**config.mk**
```make
export PLATFORM = sky130hd
export DESIGN_NAME = button_conditioner
export DESIGN_NICKNAME = d
export VERILOG_FILES = /design/src/rtl/clock_pkg.sv /design/src/rtl/sync2.sv /design/src/rtl/button_conditioner.sv
export SDC_FILE = /design/constraint.sdc
export NUM_CORES = 1
export LEC_CHECK = 0
export BUFFER_PORTS_ARGS = -buffer_cell sky130_fd_sc_hd__clkbuf_2
export CORE_MARGIN = 10
export CORE_UTILIZATION = 55
export CTS_BUF_LIST = sky130_fd_sc_hd__clkbuf_8
export DETAILED_ROUTE_END_ITERATION = 12
export MAX_ROUTING_LAYER = met4
export PLACE_DENSITY = 0.68
export SLEW_MARGIN = 20
export SYNTH_ARGS = -nofsm -noshare
export SYNTH_HDL_FRONTEND = slang
export SYNTH_SLANG_ARGS = --single-unit
```
**constraint.sdc**
```tcl
create_clock -name clk -period 2.5 [get_ports clk]
set_input_delay 0.375 -clock clk [delete_from_list [all_inputs] [get_ports clk]]
set_output_delay 0.375 -clock clk [all_outputs]
set_load 0.02 [all_outputs]
```
**src/rtl/clock_pkg.sv**
```systemverilog
// Shared definitions for the clock front-end: button FSM states, the
// system clock rate and the timing defaults derived from it.
package clock_pkg;

  localparam int unsigned CLK_HZ        = 27_000_000;
  localparam int unsigned DEBOUNCE      = CLK_HZ / 125;  // 8 ms
  localparam int unsigned REPEAT_DELAY  = CLK_HZ / 2;    // 500 ms
  localparam int unsigned REPEAT_PERIOD = CLK_HZ / 10;   // 100 ms

  typedef enum logic [2:0] {
    IDLE,
    PRESS_DB,
    HOLD,
    REPEAT,
    RELEASE_DB
  } btn_state_t;

  function automatic int unsigned max3(input int unsigned a,
                                       input int unsigned b,
                                       input int unsigned c);
    int unsigned m;
    m = a;
    if (b > m) m = b;
    if (c > m) m = c;
    return m;
  endfunction

endpackage

```
**src/rtl/sync2.sv**
```systemverilog
// Generic two-flop synchronizer for asynchronous inputs.
module sync2 #(
  parameter int unsigned          WIDTH     = 1,
  parameter logic [WIDTH-1:0]     RESET_VAL = '0
) (
  input  logic             clk,
  input  logic             reset,
  input  logic [WIDTH-1:0] d,
  output logic [WIDTH-1:0] q
);

  logic [WIDTH-1:0] meta;

  // Two-stage capture; both stages reset to the caller's idle level.
  always_ff @(posedge clk or posedge reset) begin
    if (reset) begin
      meta <= RESET_VAL;
      q    <= RESET_VAL;
    end else begin
      meta <= d;
      q    <= meta;
    end
  end

endmodule

```
**src/rtl/button_conditioner.sv**
```systemverilog
// Push-button conditioner: synchronizes a bouncing pin, debounces press and
// release, and emits single-cycle step pulses with optional auto-repeat.
module button_conditioner #(
  parameter int unsigned DEBOUNCE_CYCLES = clock_pkg::DEBOUNCE,
  parameter int unsigned REPEAT_DELAY    = clock_pkg::REPEAT_DELAY,
  parameter int unsigned REPEAT_PERIOD   = clock_pkg::REPEAT_PERIOD,
  parameter bit          ACTIVE_LOW      = 1'b1
) (
  input  logic clk,
  input  logic reset,
  input  logic btn_raw,
  input  logic repeat_en,
  output logic pressed,
  output logic step_pulse,
  output logic repeating
);

  localparam int unsigned CNT_MAX = clock_pkg::max3(DEBOUNCE_CYCLES, REPEAT_DELAY, REPEAT_PERIOD);
  localparam int unsigned CW      = $clog2(CNT_MAX + 1);

  localparam logic [CW-1:0] DB_LAST  = CW'(DEBOUNCE_CYCLES - 1);
  localparam logic [CW-1:0] RD_LAST  = CW'(REPEAT_DELAY - 1);
  localparam logic [CW-1:0] RP_LAST  = CW'(REPEAT_PERIOD - 1);
  localparam logic [CW-1:0] CNT_ONE  = CW'(1);

  logic                   btn_sync;
  logic                   active;
  logic [CW-1:0]          cnt;
  clock_pkg::btn_state_t  state;

  sync2 #(
    .WIDTH     (1),
    .RESET_VAL (ACTIVE_LOW)
  ) u_sync (
    .clk   (clk),
    .reset (reset),
    .d     (btn_raw),
    .q     (btn_sync)
  );

  assign active = ACTIVE_LOW ? ~btn_sync : btn_sync;

  // Press/hold/repeat/release sequencing with one shared timing counter.
  always_ff @(posedge clk or posedge reset) begin
    if (reset) begin
      state      <= clock_pkg::IDLE;
      cnt        <= '0;
      pressed    <= 1'b0;
      step_pulse <= 1'b0;
      repeating  <= 1'b0;
    end else begin
      step_pulse <= 1'b0;
      case (state)
        clock_pkg::IDLE: begin
          if (active) begin
            state <= clock_pkg::PRESS_DB;
            cnt   <= '0;
          end
        end

        clock_pkg::PRESS_DB: begin
          if (!active) begin
            state <= clock_pkg::IDLE;
            cnt   <= '0;
          end else if (cnt == DB_LAST) begin
            state      <= clock_pkg::HOLD;
            cnt        <= '0;
            pressed    <= 1'b1;
            step_pulse <= 1'b1;
          end else begin
            cnt <= cnt + CNT_ONE;
          end
        end

        clock_pkg::HOLD: begin
          if (!active) begin
            state <= clock_pkg::RELEASE_DB;
            cnt   <= '0;
          end else if (!repeat_en) begin
            cnt <= '0;
          end else if (cnt == RD_LAST) begin
            state      <= clock_pkg::REPEAT;
            cnt        <= '0;
            step_pulse <= 1'b1;
            repeating  <= 1'b1;
          end else begin
            cnt <= cnt + CNT_ONE;
          end
        end

        clock_pkg::REPEAT: begin
          if (!active) begin
            state     <= clock_pkg::RELEASE_DB;
            cnt       <= '0;
            repeating <= 1'b0;
          end else if (!repeat_en) begin
            state     <= clock_pkg::HOLD;
            cnt       <= '0;
            repeating <= 1'b0;
          end else if (cnt == RP_LAST) begin
            cnt        <= '0;
            step_pulse <= 1'b1;
          end else begin
            cnt <= cnt + CNT_ONE;
          end
        end

        clock_pkg::RELEASE_DB: begin
          // A bounce back to active returns to HOLD silently: no new pulse.
          if (active) begin
            state <= clock_pkg::HOLD;
            cnt   <= '0;
          end else if (cnt == DB_LAST) begin
            state   <= clock_pkg::IDLE;
            cnt     <= '0;
            pressed <= 1'b0;
          end else begin
            cnt <= cnt + CNT_ONE;
          end
        end

        default: begin
          state     <= clock_pkg::IDLE;
          cnt       <= '0;
          pressed   <= 1'b0;
          repeating <= 1'b0;
        end
      endcase
    end
  end

endmodule
```
Word-level counts from Yosys, hierarchy flattened
Cells that the tools add are included.
Word-level totals
  flip-flop bits (word level): 32
  word-level logic and storage cells: 78
  output and inout port bits: 3
  input port bits: 4
Operators by class
  mux-type cells: 42
  reductions and logical operators: 6
  eq/ne operators: 20
  bitwise gates (word level): 2
  $add $sub $neg: 1
Operators by type and width (number)
  24-bit 2-to-1 mux: 10
  24-bit case mux with 5 select lines: 1
  3-bit 2-to-1 mux: 10
  24-bit by 1-bit adder with 24-bit output (second input constant): 1
  24-bit by 18-bit == test with 1-bit output (second input constant): 1
  24-bit by 22-bit == test with 1-bit output (second input constant): 1
  24-bit == test (second input constant): 1
  1-bit 2-to-1 mux: 17
  3-bit case mux with 5 select lines: 1
  2-bit != test (second input constant): 7
  3-bit by 2-bit != test with 1-bit output (second input constant): 4
  5-bit AND reduction: 2
  1-bit case mux with 3 select lines: 3
  3-bit by 2-bit == test with 1-bit output (second input constant): 2
  6-bit AND reduction: 1
  3-bit OR reduction: 2
  3-bit by 1-bit == test with 1-bit output (second input constant): 1
  3-bit == test (second input constant): 1
  3-bit zero test: 1
  3-bit != test (second input constant): 1
  2-bit by 1-bit != test with 1-bit output (second input constant): 1
  1-bit inverter: 2

Logic depth before layout (Yosys ltp)
Gate-level depths: netlist of the first run.
  word-level depth: 5
  depth in mapped cells: 7
  gate-level depth less buffers: 6

Cells and area by module
Synthesis of the first run repeated with hierarchy kept, for this count alone.
Second synthesis, totals
  cell total of the unflattened synthesis: 225
  area total of the unflattened synthesis: 2063.2 um^2
Modules (own cells, without submodules)
  button_conditioner: instances 1, cells each 222, area each 2006.9 um^2, sequential area each 750.7 um^2
  sync2: instances 1, cells each 3, area each 56.3 um^2, sequential area each 52.6 um^2

Worst setup path after synthesis of the first run
OpenSTA, ideal clock, no wires.
  kind: register to register
  start: register cnt[15]
  end: register state[0]
  setup slack: 306 ps
  library setup time: 125 ps
  buffers on the path: 1
  clock period less this slack: 2194 ps
  arrival time: 2070 ps
  cell stages (with the launch flop): 7
  required time: 2375 ps
  cells stage by stage: dfrtp_1 > buf_6 > or4_1 > nor2_1 > a31oi_4 > a211oi_1 > mux2_2
On the way
  longest elaborated chain between the ends: 3
  elaborated cells between the ends (all ways): 6
  classes of those cells: eq/ne (5); reduce/logical (1)
RTL lines
  start: declaration: RTL line button_conditioner.sv:28  | logic [CW-1:0] cnt;
  start signal: assignment: RTL line button_conditioner.sv:71  | cnt <= cnt + CNT_ONE;
  start signal: assignment: RTL line button_conditioner.sv:87  | cnt <= cnt + CNT_ONE;
  start signal: assignment: RTL line button_conditioner.sv:104  | cnt <= cnt + CNT_ONE;
  24-bit by 18-bit == test with 1-bit output or 24-bit == test (tied branches): RTL line button_conditioner.sv:65, button_conditioner.sv:113, button_conditioner.sv:81
  3-bit by 2-bit != test with 1-bit output (no line) or 3-bit != test (tied branches)
  6-bit AND reduction (no line) (*)
  end signal: assignment: RTL line button_conditioner.sv:63  | state <= clock_pkg::IDLE;
  end signal: assignment: RTL line button_conditioner.sv:66  | state <= clock_pkg::HOLD;
  end signal: assignment: RTL line button_conditioner.sv:114  | state <= clock_pkg::IDLE;
  end: declaration: RTL line button_conditioner.sv:29  | clock_pkg::btn_state_t state;
Every way passes the cells marked *; elsewhere a longest branch is shown, timed or not.
A chain may end at the register's enable or synchronous reset.

Worst setup path after layout of the first run
  start: register cnt[12]
  end: register cnt[8]
On the way
  longest elaborated chain between the ends: 5
  elaborated cells between the ends (all ways): 13
  classes of those cells: eq/ne (3); mux (10)
RTL lines
  24-bit by 22-bit == test with 1-bit output or 24-bit == test (tied branches): RTL line button_conditioner.sv:100, button_conditioner.sv:81
  24-bit 2-to-1 mux (on tied branches): RTL line button_conditioner.sv:100, button_conditioner.sv:81
  24-bit 2-to-1 mux (on tied branches): RTL line button_conditioner.sv:96, button_conditioner.sv:79
  24-bit 2-to-1 mux (on tied branches): RTL line button_conditioner.sv:92, button_conditioner.sv:76
  24-bit case mux with 5 select lines (*): RTL line button_conditioner.sv:53  | case (state)
Marks and branches as above.

==> results.sh, run 1 <==
export IMPL_outcome="completed"
export IMPL_ir_drop_v=0.000309
export IMPL_setup_viol=0
export IMPL_drv_slew=0
export IMPL_maxUsedRoutingLayer="met4"
export IMPL_dieArea_um2=6580
export IMPL_postCtsHoldBufs=0
export IMPL_yosysWarnings=0
export IMPL_worst_pin_slew_ns=0.637
export IMPL_max_stage_delay_ns=0.54
export IMPL_drc=0
export IMPL_min_path_type="in -> async"
export IMPL_worstSetupPathType="reg -> reg"
export IMPL_grt_pass1_wl_mm=8.85
export IMPL_path_clk_slew_ns=0.06
export IMPL_dr_pass1_iters=6
export IMPL_gp_congestion=1.00
export IMPL_start_util=0.565
export IMPL_drt_vias_per_instance=6.64
export IMPL_cts_inserted_buffers=5
export IMPL_synth_top_flop_cell="dfrtp_1"
export IMPL_die_y_um=81.1
export IMPL_rows=22
export IMPL_async_reset_ff_frac=1.00
export IMPL_wl_per_cell_um=18.0
export IMPL_clk_latency_ns=0.29
export IMPL_netlist_area_um2=2050
export IMPL_die_w_um=81.1
export IMPL_max_freq_mhz=423
export IMPL_final_cell_mix="dfrtp_1, nand2_1, o21ai_0, buf_4, nand3_1"
export IMPL_critPathCaptureType="flop"
export IMPL_ctsRootBufferMaster="clkbuf_8"
export IMPL_met2_length_mm=2.47
export IMPL_cpMostUsedCell="nor4_4"
export IMPL_synth_distinct_cells=52
export IMPL_htreeDepth=2
export IMPL_ios=7
export IMPL_leakagePower_uw=0.000926
export IMPL_totalWireLength_mm=5.39
export IMPL_gr_total_overflow=0
export IMPL_period_needed_ns=2.36
export IMPL_drive_gt1_frac=0.198
export IMPL_path_cells="or3b_2 -> nor4_4 -> a31oi_4 -> nor4_4 -> buf_4 -> o21ai_0"
export IMPL_synthToLayoutAreaGrowth_pct=14.0
export IMPL_required_ns=2.64
export IMPL_ys_seq_area_frac=0.391
export IMPL_fin_tns_setup_ns=0
export IMPL_cts_tree="yes"
export IMPL_final_hold_viol_count=0
export IMPL_post_route_period_util=0.945
export IMPL_clock_sinks=32
export IMPL_synth_cells=232
export IMPL_ant_nets=0
export IMPL_grt_max_degree=21
export IMPL_rsz0062_at_grt="no"
export IMPL_antenna_found_initial=0
export IMPL_grt_usage=0.176
export IMPL_grt_pass1_vias=1856
export IMPL_nNetsFinal=256
export IMPL_mostFrequentLayoutCell="dfrtp_1"
export IMPL_cap_violations=0
export IMPL_cts_buffer_depth=2
export IMPL_wl_met3_um=449
export IMPL_skew_ns=0.00354
export IMPL_antenna_cells=0
export IMPL_core_area_um2=3630
export IMPL_drt_first_iter_violations=280
export IMPL_critical_path_max_fanout=11
export IMPL_wl_met1_mm=2.32
export IMPL_portBuffers=6
export IMPL_maxSlewHeadroom=0.569
export IMPL_slowest_stage="or3b_2"
export IMPL_startpoint_type="flop"
export IMPL_synth_area_per_cell_um2=8.85
export IMPL_power_density_nw_per_um2=698
export IMPL_p_total_uw=1630
export IMPL_ys_ff_latch=32
export IMPL_syn_nets=237
export IMPL_hpwl_mm=3.87
export IMPL_synth_enable_flop_cells=0
export IMPL_vias=1991
export IMPL_cp_arrival_ns=2.51
==> stage by stage <==
stage | utilization | instance area [um^2] | worst slack [ns] | cells | hold WS [ns]
2_1_floorplan | - | 2050 | 0.306 | 232 | 0.345
3_3_place_gp | 0.609 | 2210 | 0.155 | 290 | 0.350
3_5_place_dp | 0.609 | 2210 | 0.0673 | 290 | 0.353
4_1_cts | 0.634 | 2300 | 0.0742 | 298 | 0.147
5_1_grt | 0.644 | 2340 | 0.00256 | 300 | 0.172
6_report | 0.644 | 2340 | 0.137 | 300 | 0.125
==> cells by family after synthesis <==
group	count (synthesis)	synth area share
buffers and inverters	25	0.0555
adders and majority gates	1	0.00609
muxes	5	0.0250
xor gates and xnor gates	1	0.00427
DFF	32	0.391
AOI/OAI and AO/OA	62	0.213
and+or+nand+nor	106	0.305
==> sequential cells by signal, summed over array words and instances (netlist names) <==
signal	cells
cnt	24
pressed	1
repeating	1
state	3
step_pulse	1
u_sync.meta	1
u_sync.q	1
==> power by group <==
| group | internal, uW | total [uW] | switching [uW] | leakage, uW |
|---|---|---|---|---|
| logic | 250 | 642 | 391 | 0.000437 |
| registers | 556 | 590 | 34.0 | 0.000436 |
| clock network | 216 | 401 | 185 | 0.0000538 |
==> critical path: cells and delay by family (launching register included) <==
family,cells,cell delay [ns]
DFF,1,0.44
buffers and inverters,1,0.22
and+or+nand+nor,3,1.20
AOI/OAI and AO/OA,2,0.35
==> Yosys cell counts (4+ instances only) <==
cell	number	area share
dfrtp_1	30	0.37
nand2_1	23	0.042
o21ai_0	20	0.049
nand3_1	16	0.039
nor2_1	14	0.026
inv_1	11	0.020
nor3_1	10	0.024
o31ai_1	9	0.033
clkbuf_1	7	0.013
nand4_1	6	0.018
and3_1	5	0.015
o22ai_1	5	0.015
buf_2	4	0.0098
mux2i_1	4	0.020
o311ai_0	4	0.017
o32ai_1	4	0.017
or3_1	4	0.012
==> layer usage <==
metal / track usage / up-vias
met3: 0.0397 / 21
met4: 0.0692 / 0
met5: - / -
met1: 0.217 / 947
met2: 0.272 / 101
li1: - / 922
==> cell type report <==
class,count,area [um^2]
clock inverters,2,7.51
inverters,11,41.3
repair buffers,26,180
flip-flops and latches,32,803
well taps,48,60.1
multi-input cells,175,1160
fillers,318,1290
clock buffers,6,82.6
==> path summary, 6_finish.rpt <==
check                                       from                     to  slack (ns)  cells past startpoint
setup / recovery             cnt[12]$_DFFE_PP0P_     cnt[8]$_DFFE_PP0P_        0.14                      6
min in group clk                         btn_raw  u_sync.meta$_DFF_PP1_        0.17                      1
hold / removal                             reset     cnt[4]$_DFFE_PP0P_        0.12                      2
max in group asynchronous                  reset    cnt[18]$_DFFE_PP0P_        1.72                      3
hold reg to reg            u_sync.meta$_DFF_PP1_     u_sync.q$_DFF_PP1_        0.36                      0
setup reg to reg             cnt[12]$_DFFE_PP0P_     cnt[8]$_DFFE_PP0P_        0.14                      6
==> timing repair <==
item                                    4_1_cts  5_1_grt
setup buffers                                 0        2
endpoints found under the setup margin        0       12
gates resized for setup                       0        5
Note: power is estimated with default switching activity, not from simulation.
==> run 2: changes to the inputs <==
--- a/config.mk
+++ b/config.mk
@@ -5,6 +5,7 @@
 export SDC_FILE = /design/constraint.sdc
 export NUM_CORES = 1
 export LEC_CHECK = 0
+export ABC_AREA = 1
 export BUFFER_PORTS_ARGS = -buffer_cell sky130_fd_sc_hd__clkbuf_2
 export CORE_MARGIN = 10
 export CORE_UTILIZATION = 55
==> results.sh, run 2 <==
export IMPL_outcome="completed"
export IMPL_start_util=0.561
export IMPL_synth_fa_ha_area_frac=0.00519
export IMPL_leakagePower_uw=0.00123
export IMPL_rr_startpoint="cnt[0]$_DFFE_PP0P_"
export IMPL_synth_cells=386
export IMPL_rsz0062_at_grt="no"
export IMPL_critical_path_max_fanout=23
export IMPL_dieArea_um2=7430
export IMPL_cts_resized=0
export IMPL_antenna_cells=0
export IMPL_dpl_worst_slack_ns=0.441
export IMPL_holdPathStages=1
export IMPL_synth_area_leaders="dfrtp_1, nand2_1, nor2_1, inv_1, nand3_1"
export IMPL_max_stage_delay_ns=0.41
export IMPL_async_reset_ff_frac=1.00
export IMPL_yosysWarnings=0
export IMPL_final_hold_viol_count=0
export IMPL_rows=24
export IMPL_hpwl_mm=4.66
export IMPL_largest_reg_flops=24
export IMPL_muxShareOfSynthArea=0
export IMPL_post_place_cells=438
export IMPL_final_cell_mix="nand2_1, nor2_1, inv_1"
export IMPL_multi_input_area_um2=1320
export IMPL_grt_max_degree=26
export IMPL_synth_top_cell_area_share=0.311
export IMPL_worstSetupPathType="reg -> reg"
export IMPL_synth_compound_area_frac=0.103
export IMPL_path_delay_family="simple AND/OR/NAND/NOR gates"
export IMPL_seqPwrFrac=0.355
export IMPL_min_from="btn_raw"
export IMPL_p_total_uw=1730
export IMPL_timing_rr_end="cnt[18]$_DFFE_PP0P_"
export IMPL_drv_slew=0
export IMPL_synth_area_per_cell_um2=6.25
export IMPL_core_area_um2=4290
export IMPL_drt_first_iter_violations=296
export IMPL_combPwrFrac=0.429
export IMPL_drt_vias_per_instance=5.52
export IMPL_htreeDepth=2
export IMPL_instances_no_fill=446
export IMPL_drive_gt1_frac=0.0990
export IMPL_synth_enable_flop_cells=0
export IMPL_maxSlewHeadroom=0.513
export IMPL_synth_top_flop_cell="dfrtp_1"
export IMPL_yosys_area_share_simple=0.433
export IMPL_grt_pass1_vias=2358
export IMPL_yosysTopAreaCell="dfrtp_1"
export IMPL_syn_nets=391
export IMPL_regArea_um2=803
export IMPL_cap_violations=0
export IMPL_antenna_found_initial=0
export IMPL_path_clk_slew_ns=0.07
export IMPL_synth_distinct_cells=31
export IMPL_ios=7
export IMPL_min_path_type="in -> reg"
export IMPL_postCtsSetupBuffers=0
export IMPL_die_w_um=86.2
export IMPL_switching_share=0.445
export IMPL_ant_nets=0
export IMPL_worst_pin_slew_ns=0.730
export IMPL_power_clock_fraction=0.217
export IMPL_synth_xor_area_frac=0.00363
export IMPL_startpoint_type="flop"
export IMPL_r2r_setup_slack_ns=0.45
export IMPL_largest_register="cnt"
export IMPL_cts_buffer_depth=2
export IMPL_gp_congestion=1.03
export IMPL_postCtsHoldBufs=0
export IMPL_setup_ws_ns=0.453
export IMPL_wl_per_cell_um=13.9
export IMPL_vias=2460
export IMPL_ys_seq_area_frac=0.333
export IMPL_cpMostUsedCell="nand2_1"
export IMPL_power_density_nw_per_um2=680
export IMPL_drc=0
export IMPL_slowest_stage="nand3_2"
export IMPL_dr_pass1_iters=5
export IMPL_cts_tree="yes"
export IMPL_gr_total_overflow=0
export IMPL_max_freq_mhz=489
export IMPL_ys_ff_latch=32
export IMPL_p_sw_uw=771
export IMPL_skew_ns=0.00577
export IMPL_p_int_uw=962
export IMPL_top_regs="cnt x24, state x3"
export IMPL_synthToLayoutAreaGrowth_pct=5.76
export IMPL_post_route_period_util=0.819
export IMPL_portBuffers=6
export IMPL_netlist_area_um2=2410
export IMPL_grt_pass1_wl_mm=10.9
export IMPL_ir_drop_v=0.000371
export IMPL_cts_inserted_buffers=5
export IMPL_nNetsFinal=398
export IMPL_crit_buf_inv=0
export IMPL_critPathCaptureType="flop"
export IMPL_clock_sinks=32
export IMPL_path_cells="ha_1 -> nand2_1 -> nor2_1 -> nand2_1 -> nor2_1 -> nand3_1 -> nand2_1 -> nand3_2 -> nand3_1 -> nand2_1"
export IMPL_period_needed_ns=2.05
export IMPL_rr_worst_depth=10
export IMPL_cp_arrival_ns=2.22
export IMPL_synth_top_family_by_area="simple AND/OR/NAND/NOR gates"
export IMPL_setup_viol=0
export IMPL_nFillCells=431
export IMPL_die_y_um=86.2
export IMPL_whs_endpoint="u_sync.meta$_DFF_PP1_"
export IMPL_synth_most_common_cell="nand2_1"
export IMPL_clk_latency_ns=0.29
export IMPL_ctsRootBufferMaster="clkbuf_8"
export IMPL_required_ns=2.68
export IMPL_synth_common_cells="nand2_1, nor2_1, inv_1"
export IMPL_totalWireLength_mm=6.19
export IMPL_mostFrequentLayoutCell="nand2_1"
export IMPL_grt_usage=0.184
export IMPL_fin_tns_setup_ns=0
run 2: cell type report:
type,instances,share of cell area
multi-input cells,284,0.516
flip-flops and latches,32,0.315
inverters,60,0.0883
clock buffers,5,0.0270
well taps,52,0.0255
repair buffers,10,0.0236
clock inverters,3,0.00491
run 2: layer usage:
| metal | part of all wire | vias up | wire length (um) | track usage |
|---|---|---|---|---|
| met1 | 0.48 | 1118 | 2970 | 0.242 |
| met5 | 0 | - | 0 | - |
| li1 | - | 1245 | - | - |
| met2 | 0.44 | 87 | 2750 | 0.279 |
| met4 | 0.017 | 0 | 107 | 0.0589 |
| met3 | 0.058 | 10 | 361 | 0.0366 |
run 2: cells by family (layout without fill, tap and decap cells):
kind of cell               Yosys count  after routing
AOI/OAI and AO/OA                   47             47
xor gates and xnor gates             1              1
adders and majority gates            1              1
buffers and inverters               70             78
DFF                                 32             32
and+or+nand+nor                    235            235
run 2: power by group through the flow:
stage / clock [uW] / combinational, uW / sequential, uW
2_1_floorplan: 0 / 580 / 623
3_3_place_gp: 0 / 742 / 624
3_5_place_dp: 0 / 744 / 624
4_1_cts: 386 / 746 / 615
5_1_grt: 405 / 855 / 621
6_report: 376 / 743 / 615
run 2: worst max-delay path by stage:
stage | start | end | slack, ns | depth (start not counted)
floorplan | cnt[0]$_DFFE_PP0P_ | cnt[16]$_DFFE_PP0P_ | 0.95 | 11
global placement | cnt[0]$_DFFE_PP0P_ | cnt[18]$_DFFE_PP0P_ | 0.53 | 10
detailed placement | cnt[0]$_DFFE_PP0P_ | cnt[19]$_DFFE_PP0P_ | 0.44 | 10
CTS | cnt[0]$_DFFE_PP0P_ | cnt[19]$_DFFE_PP0P_ | 0.43 | 10
global route | cnt[0]$_DFFE_PP0P_ | cnt[2]$_DFFE_PP0P_ | 0.13 | 10
finish | cnt[0]$_DFFE_PP0P_ | cnt[18]$_DFFE_PP0P_ | 0.45 | 10
run 2: through the flow:
| stage | instance area (um^2) | hold slack [ns] | util |
|---|---|---|---|
| 6_report | 2550 | 0.169 | 0.594 |
| 3_5_place_dp | 2470 | 0.350 | 0.575 |
| 2_1_floorplan | 2410 | 0.345 | - |
| 3_3_place_gp | 2470 | 0.346 | 0.575 |
| 5_1_grt | 2550 | 0.166 | 0.594 |
| 4_1_cts | 2550 | 0.163 | 0.594 |
==> run 3: changes to the inputs <==
--- a/config.mk
+++ b/config.mk
@@ -5,7 +5,7 @@
 export SDC_FILE = /design/constraint.sdc
 export NUM_CORES = 1
 export LEC_CHECK = 0
-export ABC_AREA = 1
+export ABC_AREA = 0
 export BUFFER_PORTS_ARGS = -buffer_cell sky130_fd_sc_hd__clkbuf_2
 export CORE_MARGIN = 10
 export CORE_UTILIZATION = 55
==> constraint.sdc (replaced) <==
create_clock -name clk -period 1.9 [get_ports clk]
set_input_delay 0.285 -clock clk [delete_from_list [all_inputs] [get_ports clk]]
set_output_delay 0.285 -clock clk [all_outputs]
set_load 0.02 [all_outputs]
==> results.sh, run 3 (synthesis results as in run 1) <==
export IMPL_setup_viol=28
export IMPL_violations="setup timing"
export IMPL_clk_latency_ns=0.28
export IMPL_worst_pin_slew_ns=0.478
export IMPL_min_path_type="in -> reg"
export IMPL_gp_congestion=0.940
export IMPL_rr_worst_depth=7
export IMPL_critical_path_max_fanout=14
export IMPL_final_cell_mix="buf_4, dfrtp_1, nand2_1"
export IMPL_grt_pass1_wl_mm=11.5
export IMPL_dpl_worst_slack_ns=-0.299
export IMPL_post_route_period_util=1.14
export IMPL_crit_buf_inv=2
export IMPL_gr_total_overflow=0
export IMPL_nNetsFinal=308
export IMPL_max_stage_delay_ns=0.40
export IMPL_power_density_nw_per_um2=875
export IMPL_htreeDepth=2
export IMPL_rr_startpoint="cnt[19]$_DFFE_PP0P_"
export IMPL_whs_endpoint="u_sync.meta$_DFF_PP1_"
export IMPL_min_from="btn_raw"
export IMPL_final_hold_viol_count=0
export IMPL_dieArea_um2=6580
export IMPL_required_ns=2.06
export IMPL_ant_nets=0
export IMPL_ios=7
export IMPL_path_clk_slew_ns=0.07
export IMPL_totalWireLength_mm=6.76
export IMPL_leakagePower_uw=0.00125
export IMPL_r2r_setup_slack_ns=-0.26
export IMPL_ctsRootBufferMaster="clkbuf_8"
export IMPL_worstSetupPathType="reg -> reg"
export IMPL_grt_pass1_vias=2302
export IMPL_outcome="finished, violations left"
export IMPL_clock_sinks=32
export IMPL_mostFrequentLayoutCell="buf_4"
export IMPL_cp_arrival_ns=2.32
export IMPL_synthToLayoutAreaGrowth_pct=42.8
export IMPL_hpwl_mm=4.48
export IMPL_antenna_found_initial=0
export IMPL_p_int_uw=1580
export IMPL_drt_first_iter_violations=250
export IMPL_period_needed_ns=2.16
export IMPL_antenna_cells=0
export IMPL_p_sw_uw=983
export IMPL_holdPathStages=1
export IMPL_startpoint_type="flop"
export IMPL_combPwrFrac=0.493
export IMPL_finish_instance_area_um2=2930
export IMPL_power_clock_fraction=0.209
export IMPL_switching_share=0.383
export IMPL_rsz0062_at_grt="yes"
export IMPL_path_cells="or3b_4 -> nor4_4 -> a21oi_2 -> buf_6 -> nor3_4 -> buf_4 -> o22ai_1"
export IMPL_drt_vias_per_instance=6.36
export IMPL_dr_pass1_iters=5
export IMPL_portBuffers=6
export IMPL_rows=22
export IMPL_path_depth=7
export IMPL_drc=0
export IMPL_ir_drop_v=0.000493
export IMPL_core_area_um2=3630
export IMPL_grt_usage=0.230
export IMPL_die_y_um=81.1
export IMPL_critPathCaptureType="flop"
export IMPL_placed_area_um2=2570
export IMPL_largest_register="cnt"
export IMPL_slowest_stage="dfrtp_1"
export IMPL_drive_gt1_frac=0.405
export IMPL_die_w_um=81.1
export IMPL_cts_buffer_depth=2
export IMPL_drv_slew=0
export IMPL_largest_reg_flops=24
export IMPL_max_freq_mhz=463
export IMPL_grt_max_degree=23
export IMPL_maxSlewHeadroom=0.679
export IMPL_vias=2239
export IMPL_seqPwrFrac=0.298
export IMPL_wl_per_cell_um=19.2
export IMPL_cap_violations=0
export IMPL_start_util=0.565
export IMPL_cts_tree="yes"
export IMPL_setup_ws_ns=-0.261
export IMPL_path_delay_family="simple AND/OR/NAND/NOR gates"
export IMPL_skew_ns=0.00659
export IMPL_timing_rr_end="cnt[2]$_DFFE_PP0P_"
export IMPL_cts_inserted_buffers=5
export IMPL_top_regs="cnt x24, state x3"
[run 3: cell count changes in the layout (fill, tap and decap cells not counted), sizes merged, moves of 6 or more]
cell / previous run / this run
nand2: 110 / 23
nor4: 0 / 6
o31ai: 0 / 9
nand3: 33 / 16
nor2: 63 / 14
buf: 4 / 71
nand4: 13 / 6
a21oi: 18 / 4
inv: 62 / 13
[run 3: worst max-delay path by stage]
stage	start	endpoint	slack, ns
floorplan	cnt[17]$_DFFE_PP0P_	cnt[15]$_DFFE_PP0P_	-0.22
global placement	cnt[15]$_DFFE_PP0P_	cnt[10]$_DFFE_PP0P_	-0.22
detailed placement	cnt[0]$_DFFE_PP0P_	state[0]$_DFFE_PP0P_	-0.30
CTS	cnt[1]$_DFFE_PP0P_	cnt[13]$_DFFE_PP0P_	-0.22
global route	cnt[19]$_DFFE_PP0P_	cnt[1]$_DFFE_PP0P_	-0.37
finish	cnt[19]$_DFFE_PP0P_	cnt[2]$_DFFE_PP0P_	-0.26
[run 3: layer usage]
layer | vias to the layer above | routed length [um] | GRT usage | share of wire
li1 | 1022 | - | - | -
met1 | 1081 | 2680 | 0.266 | 0.40
met2 | 121 | 3530 | 0.380 | 0.52
met3 | 15 | 442 | 0.0430 | 0.065
met4 | 0 | 107 | 0.100 | 0.016
met5 | - | 0 | - | 0
[run 3: through the flow]
| step | hold slack, ns | util | cells | setup TNS, ns | total power [uW] |
|---|---|---|---|---|---|
| after floorplan | 0.289 | - | 232 | -4.08 | 1340 |
| after global placement | 0.291 | 0.708 | 332 | -3.86 | 1740 |
| after detailed placement | 0.301 | 0.708 | 332 | -5.84 | 1770 |
| after CTS | 0.0849 | 0.792 | 352 | -4.55 | 2490 |
| after global routing | 0.0832 | 0.807 | 352 | -9.07 | 2700 |
| final | 0.0901 | 0.807 | 352 | -5.80 | 2560 |
[run 3: cell type report]
type | count | area, um^2
Multi-Input combinational cell | 175 | 1310
Clock inverter | 2 | 7.51
Timing Repair Buffer | 78 | 626
Tap cell | 48 | 60.1
Inverter | 11 | 41.3
Sequential cell | 32 | 803
Fill cell | 243 | 702
Clock buffer | 6 | 82.6
[run 3: repair_timing]
item,in CTS,in global routing
hold buffers,1,0
pin swaps,13,8
endpoints found under the hold margin,6,0
resized for setup,41,9
cloned,2,0
setup buffers,11,0
endpoints found under the setup margin,29,29
[run 3: power groups by stage]
stage               combinational [uW]  clock [uW]  sequential, uW
finish                            1260         535             766
global route                      1350         577             772
CTS                               1190         542             765
detailed placement                 996           0             777
global placement                   969           0             773
floorplan                          573           0             770
